$ cat config.mk
export PLATFORM = sky130hd
export DESIGN_NAME = seq_detect_counter_flat
export DESIGN_NICKNAME = d
export VERILOG_FILES = /design/src/rtl/seq_detect_counter_if.sv /design/src/rtl/seq_detect_counter.sv /design/src/flat_wrapper.sv
export SDC_FILE = /design/constraint.sdc
export NUM_CORES = 1
export LEC_CHECK = 0
export CORE_MARGIN = 2
export CORE_UTILIZATION = 50
export DETAILED_ROUTE_END_ITERATION = 6
export HOLD_SLACK_MARGIN = 0.03
export PLACE_DENSITY = 0.86
export SYNTH_ARGS = -nofsm -noshare
export SYNTH_HDL_FRONTEND = slang
export SYNTH_SLANG_ARGS = --single-unit
$ cat constraint.sdc
create_clock -name clk -period 1.7 [get_ports clk]
set_input_delay 0.255 -clock clk [delete_from_list [all_inputs] [get_ports clk]]
set_output_delay 0.255 -clock clk [all_outputs]
set_load 0.02 [all_outputs]
$ cat src/rtl/seq_detect_counter_if.sv
// Bus between the Basys 3 front-end board pins and the sequence-detecting counter.
// The master drives the raw switch and buttons; the slave returns count, pulse and LED state.
interface seq_detect_counter_if;
  logic        bit_sw;
  logic        step_btn;
  logic        clear_btn;
  logic [15:0] count;
  logic        detected;
  logic [2:0]  state_out;
  logic [3:0]  last_bits;

  modport master (
    output bit_sw, step_btn, clear_btn,
    input  count, detected, state_out, last_bits
  );

  modport slave (
    input  bit_sw, step_btn, clear_btn,
    output count, detected, state_out, last_bits
  );
endinterface

$ cat src/rtl/seq_detect_counter.sv
// Synchronizers, step-button debouncer and overlapping 1101 detector with a
// wrapping 0..COUNT_MAX detection counter for the seven-segment display.
module seq_detect_counter #(
  parameter int DEBOUNCE_CYCLES = 1_000_000,
  parameter int COUNT_MAX       = 9999
) (
  input logic                 clk,
  input logic                 reset,
  seq_detect_counter_if.slave bus
);

  localparam int DB_W = $clog2(DEBOUNCE_CYCLES);

  typedef enum logic [2:0] {
    S0    = 3'd0,
    S1    = 3'd1,
    S11   = 3'd2,
    S110  = 3'd3,
    S1101 = 3'd4
  } state_t;

  logic [1:0]      bit_sync_r;
  logic [1:0]      step_sync_r;
  logic [1:0]      clear_sync_r;
  logic [DB_W-1:0] db_cnt_r;
  logic            db_level_r;
  logic            step_prev_r;
  logic            step_r;
  state_t          state_r;
  logic [15:0]     count_r;
  logic            detected_r;
  logic [3:0]      last_bits_r;
  logic            bit_s;

  assign bit_s = bit_sync_r[1];

  // Two-flop synchronizers for the three raw board inputs.
  always_ff @(posedge clk or posedge reset) begin
    if (reset) begin
      bit_sync_r   <= 2'b00;
      step_sync_r  <= 2'b00;
      clear_sync_r <= 2'b00;
    end else begin
      bit_sync_r   <= {bit_sync_r[0], bus.bit_sw};
      step_sync_r  <= {step_sync_r[0], bus.step_btn};
      clear_sync_r <= {clear_sync_r[0], bus.clear_btn};
    end
  end

  // Debouncer: the level flips only after DEBOUNCE_CYCLES consecutive mismatches;
  // step is a registered strobe on the debounced rising edge.
  always_ff @(posedge clk or posedge reset) begin
    if (reset) begin
      db_cnt_r    <= '0;
      db_level_r  <= 1'b0;
      step_prev_r <= 1'b0;
      step_r      <= 1'b0;
    end else begin
      step_prev_r <= db_level_r;
      step_r      <= db_level_r & ~step_prev_r;
      if (step_sync_r[1] != db_level_r) begin
        if (db_cnt_r == DB_W'(DEBOUNCE_CYCLES - 1)) begin
          db_level_r <= ~db_level_r;
          db_cnt_r   <= '0;
        end else begin
          db_cnt_r <= db_cnt_r + 1'b1;
        end
      end else begin
        db_cnt_r <= '0;
      end
    end
  end

  // Pattern FSM with registered detect pulse, bit history and wrapping count;
  // clear outranks a coincident step.
  always_ff @(posedge clk or posedge reset) begin
    if (reset) begin
      state_r     <= S0;
      count_r     <= 16'd0;
      detected_r  <= 1'b0;
      last_bits_r <= 4'b0000;
    end else if (clear_sync_r[1]) begin
      state_r     <= S0;
      count_r     <= 16'd0;
      detected_r  <= 1'b0;
      last_bits_r <= 4'b0000;
    end else begin
      detected_r <= 1'b0;
      if (step_r) begin
        last_bits_r <= {last_bits_r[2:0], bit_s};
        case (state_r)
          S0:      state_r <= bit_s ? S1 : S0;
          S1:      state_r <= bit_s ? S11 : S0;
          S11:     state_r <= bit_s ? S11 : S110;
          S110: begin
            if (bit_s) begin
              state_r    <= S1101;
              detected_r <= 1'b1;
              if (count_r == 16'(COUNT_MAX)) begin
                count_r <= 16'd0;
              end else begin
                count_r <= count_r + 16'd1;
              end
            end else begin
              state_r <= S0;
            end
          end
          S1101:   state_r <= bit_s ? S11 : S0;
          default: state_r <= S0;
        endcase
      end else begin
        case (state_r)
          S0, S1, S11, S110, S1101: state_r <= state_r;
          default:                  state_r <= S0;
        endcase
      end
    end
  end

  assign bus.count     = count_r;
  assign bus.detected  = detected_r;
  assign bus.state_out = state_r;
  assign bus.last_bits = last_bits_r;

endmodule

$ cat src/flat_wrapper.sv
// flat-port wrapper written by rule: the top's interface ports become plain ports
module seq_detect_counter_flat 
#(
  parameter int DEBOUNCE_CYCLES = 1_000_000,
  parameter int COUNT_MAX       = 9999
)
  (clk, reset, bus_bit_sw, bus_step_btn, bus_clear_btn, bus_count, bus_detected, bus_state_out, bus_last_bits);
  seq_detect_counter_if bus_i ();
  input logic clk;
  input logic reset;
  input wire logic [$bits(bus_i.bit_sw)-1:0] bus_bit_sw;
  input wire logic [$bits(bus_i.step_btn)-1:0] bus_step_btn;
  input wire logic [$bits(bus_i.clear_btn)-1:0] bus_clear_btn;
  output wire logic [$bits(bus_i.count)-1:0] bus_count;
  output wire logic [$bits(bus_i.detected)-1:0] bus_detected;
  output wire logic [$bits(bus_i.state_out)-1:0] bus_state_out;
  output wire logic [$bits(bus_i.last_bits)-1:0] bus_last_bits;
  assign bus_i.bit_sw = bus_bit_sw;
  assign bus_i.step_btn = bus_step_btn;
  assign bus_i.clear_btn = bus_clear_btn;
  assign bus_count = bus_i.count;
  assign bus_detected = bus_i.detected;
  assign bus_state_out = bus_i.state_out;
  assign bus_last_bits = bus_i.last_bits;
  seq_detect_counter #(.DEBOUNCE_CYCLES(DEBOUNCE_CYCLES), .COUNT_MAX(COUNT_MAX)) u_core (.clk(clk), .reset(reset), .bus(bus_i));
endmodule
==> reports/qor.csv <==
metric,value,unit
Setup CP Type,flip-flop to flip-flop,
dpl ws,-85.7,ps
row count,26,
final setup violation count,35,
Avg Inst Size Synth,10.2,um^2
CTS tree,done,
crit end category,flip-flop,
Num CTS Buffers,5,
"area leader, netlist",dfrtp_1,
Final min period,1820,ps
Skew-Pair Late Insertion Delay,310,ps
asr flop ratio synth,100,%
placed cell count,394,
most area-consuming cells after synthesis,"dfrtp_1, xnor2_1, nor2_1",
H-tree levels,2,
Synth Flop Type,dfrtp_1,
Finished Layout Cells,416,
Final Hold Vio Count,0,
Post-Syn Nets,263,
overall routed net length,7030,um
area grow syn2layout,42.1,%
setup ws final,-122,ps
num ports,29,
actual slew at the worst max-slew pin,376,ps
global router's overall resource usage,22.7,%
register area share after synthesis,51.0,%
Reg area,1340,um^2
Lkg Pwr,1.75,nW
area of the multi-input gates,1300,um^2
Fmax,549,MHz
core box area,5070,um^2
r2r startpoint,u_core.db_cnt_r[8],
Via density,5.65,
cell count after synthesis,256,
clk slew on worst S/H paths,100,ps
Max VDD drop,0.450,mV
Worst Hold Class,primary input to asynchronous set/reset pin,
Final GP Congestion,0.905,
largest net degree at the start of global routing,54,
Clock Sink Count,53,
"EDFF count, synth",0,
Max clock buf depth,2,
Layout fillers,361,
Initial Utilization,51.2,%
Syn Std Cell Area,2600,um^2
Final Net Count,352,
vias in the first global route,2286,
fraction of layout cells with a size suffix above 1,33.5,%
DP Wirelength,4490,um
Root Driver,clkbuf_8,
DRT iter0 DRCs,212,
PD cells,610,nW/um^2
startpoint types,flip-flop,
total gr overflow,0,
final period utilization,107,%
CP startpoint,u_core.db_cnt_r[8],
run status,"finished, violations left",
die width,76.1,um
RSZ-0062 raised after global routing,yes,
"Warnings, synthesis",0,
via count,2352,
Arrival @ worst endpoint,2020,ps
"FF+latch count, synth",53,
antenna violations before repair,0,
DRC viols,0,
Die H,76.1,um
crit path max fanout,6,
failing checks,setup timing,
Inserted Diodes,0,
Relative slew margins,74.7,%
Port Buf Inserts,28,
Max Cap Viol,0,
"antenna viol nets, final",0,
max-slew violation count,0,
top cell type's share of synthesized area,51.0,%
first drt pass iteration count,4,
die footprint,5790,um^2
worst path required time,1900,ps
first-pass GRT wire length,10600,um
skew final,13.1,ps
CTS hold repair buffers,0,
wire per inst,16.9,um
Unique masters post-synth,48,
[per-layer routing]
layer | routed length, um | vias to the layer above | GRT usage, %
li1 | - | 1114 | -
met1 | 2790 | 1167 | 26.6
met2 | 3880 | 58 | 42.2
met3 | 249 | 13 | 4.03
met4 | 112 | 0 | 6.91
met5 | 0 | - | 0
[layout by cell type (no fill, tap or decap), types with 5 or more instances in the layout]
cell type | Yosys | routed
nor4_1 | 10 | 6
clkbuf_8 | 0 | 5
nand3_1 | 15 | 13
nand2_1 | 14 | 14
nand4_1 | 6 | 6
xnor2_1 | 13 | 13
or3_1 | 11 | 9
dlymetal6s2s_1 | 0 | 11
dfrtp_1 | 53 | 42
or4_1 | 7 | 6
nor3_1 | 8 | 7
o31ai_1 | 7 | 6
xor2_1 | 5 | 5
nor2_1 | 23 | 18
a21oi_1 | 12 | 7
o21ai_0 | 7 | 5
clkdlybuf4s50_1 | 0 | 13
dfrtp_2 | 0 | 11
inv_1 | 13 | 12
a21oi_2 | 0 | 5
buf_4 | 1 | 58
[power by group]
group	internal [W]	total [W]	switching (W)	leakage [nW]
clock	0.000442	0.000867	0.000425	0.0585
combinational	0.0000428	0.000104	0.0000611	0.984
sequential	0.00127	0.00128	0.00000962	0.706
[critical path, stage by stage (launching register included)]
cell and delay (ps):
dfrtp_1 410, buf_4 170, nor4_2 160, nand4_1 280, o31ai_4 440, buf_6 200, nor2_1 60
[per-stage QoR]
step	TNS [ps]	area [um^2]	power (W)	hold WS [ps]	util [%]
after floorplan	-450	2630	0.00135	286	-
after global placement	-234	3320	0.00139	333	65.5
after detailed placement	-622	3320	0.00140	339	65.5
after CTS	-1660	3510	0.00227	312	69.2
after global routing	-4430	3690	0.00233	318	72.8
final	-2500	3690	0.00225	307	72.8
[logic make-up (layout without fill, tap and decap cells)]
kind of cell,Yosys count,count (layout),share of synthesized area [%]
and+or+nand+nor,113,113,24.8
AOI/OAI and AO/OA,44,44,11.5
buffers and inverters,22,112,4.04
muxes,4,4,1.59
xor gates and xnor gates,18,18,6.06
DFF,53,53,51.0
adders and majority gates,2,2,0.962
[path summary, 6_finish.rpt]
check	to	slack, ps	cells past startpoint
setup / recovery	u_core.db_cnt_r[11]	-120	6
hold / removal	u_core.db_cnt_r[15]	310	3
setup reg to reg	u_core.db_cnt_r[11]	-120	6
hold reg to reg	u_core.step_sync_r[1]	360	0
max in group asynchronous	u_core.db_cnt_r[2]	1130	3
min in group clk	u_core.step_sync_r[1]	360	0
[area by class of cell]
cell class / instances / area share [%]
flip-flops and latches: 53 / 36.3
inverters: 13 / 1.32
clock inverters: 3 / 1.19
multi-input cells: 181 / 35.3
clock buffers: 5 / 1.86
well taps: 70 / 2.37
repair buffers: 91 / 21.7
[cell usage after synthesis, types with 2 or more instances]
library cell  count
dfrtp_1          53
nor2_1           23
nand3_1          15
nand2_1          14
inv_1            13
xnor2_1          13
a21oi_1          12
or3_1            11
nor4_1           10
nor3_1            8
o21ai_0           7
o31ai_1           7
or4_1             7
nand4_1           6
xor2_1            5
a211oi_1          4
a21o_1            4
a221o_1           4
and2_1            3
buf_2             3
mux2i_1           3
and3_1            2
buf_6             2
clkbuf_1          2
ha_1              2
[registers in the layout (all words and copies together), names as in the netlist, 2 cells and up]
register and cells:
u_core.step_sync_r 2, u_core.bus.last_bits 4, u_core.db_cnt_r 20, u_core.bit_sync_r 2, u_core.clear_sync_r 2, u_core.bus.state_out 3, u_core.bus.count 16
[what timing repair did]
item	in CTS	in global routing
pin swaps	10	10
endpoints found under the setup margin	37	46
buffers inserted	2	12
gates resized for setup	18	37
cloned	2	0
Power figures use the tool's default switching activity.
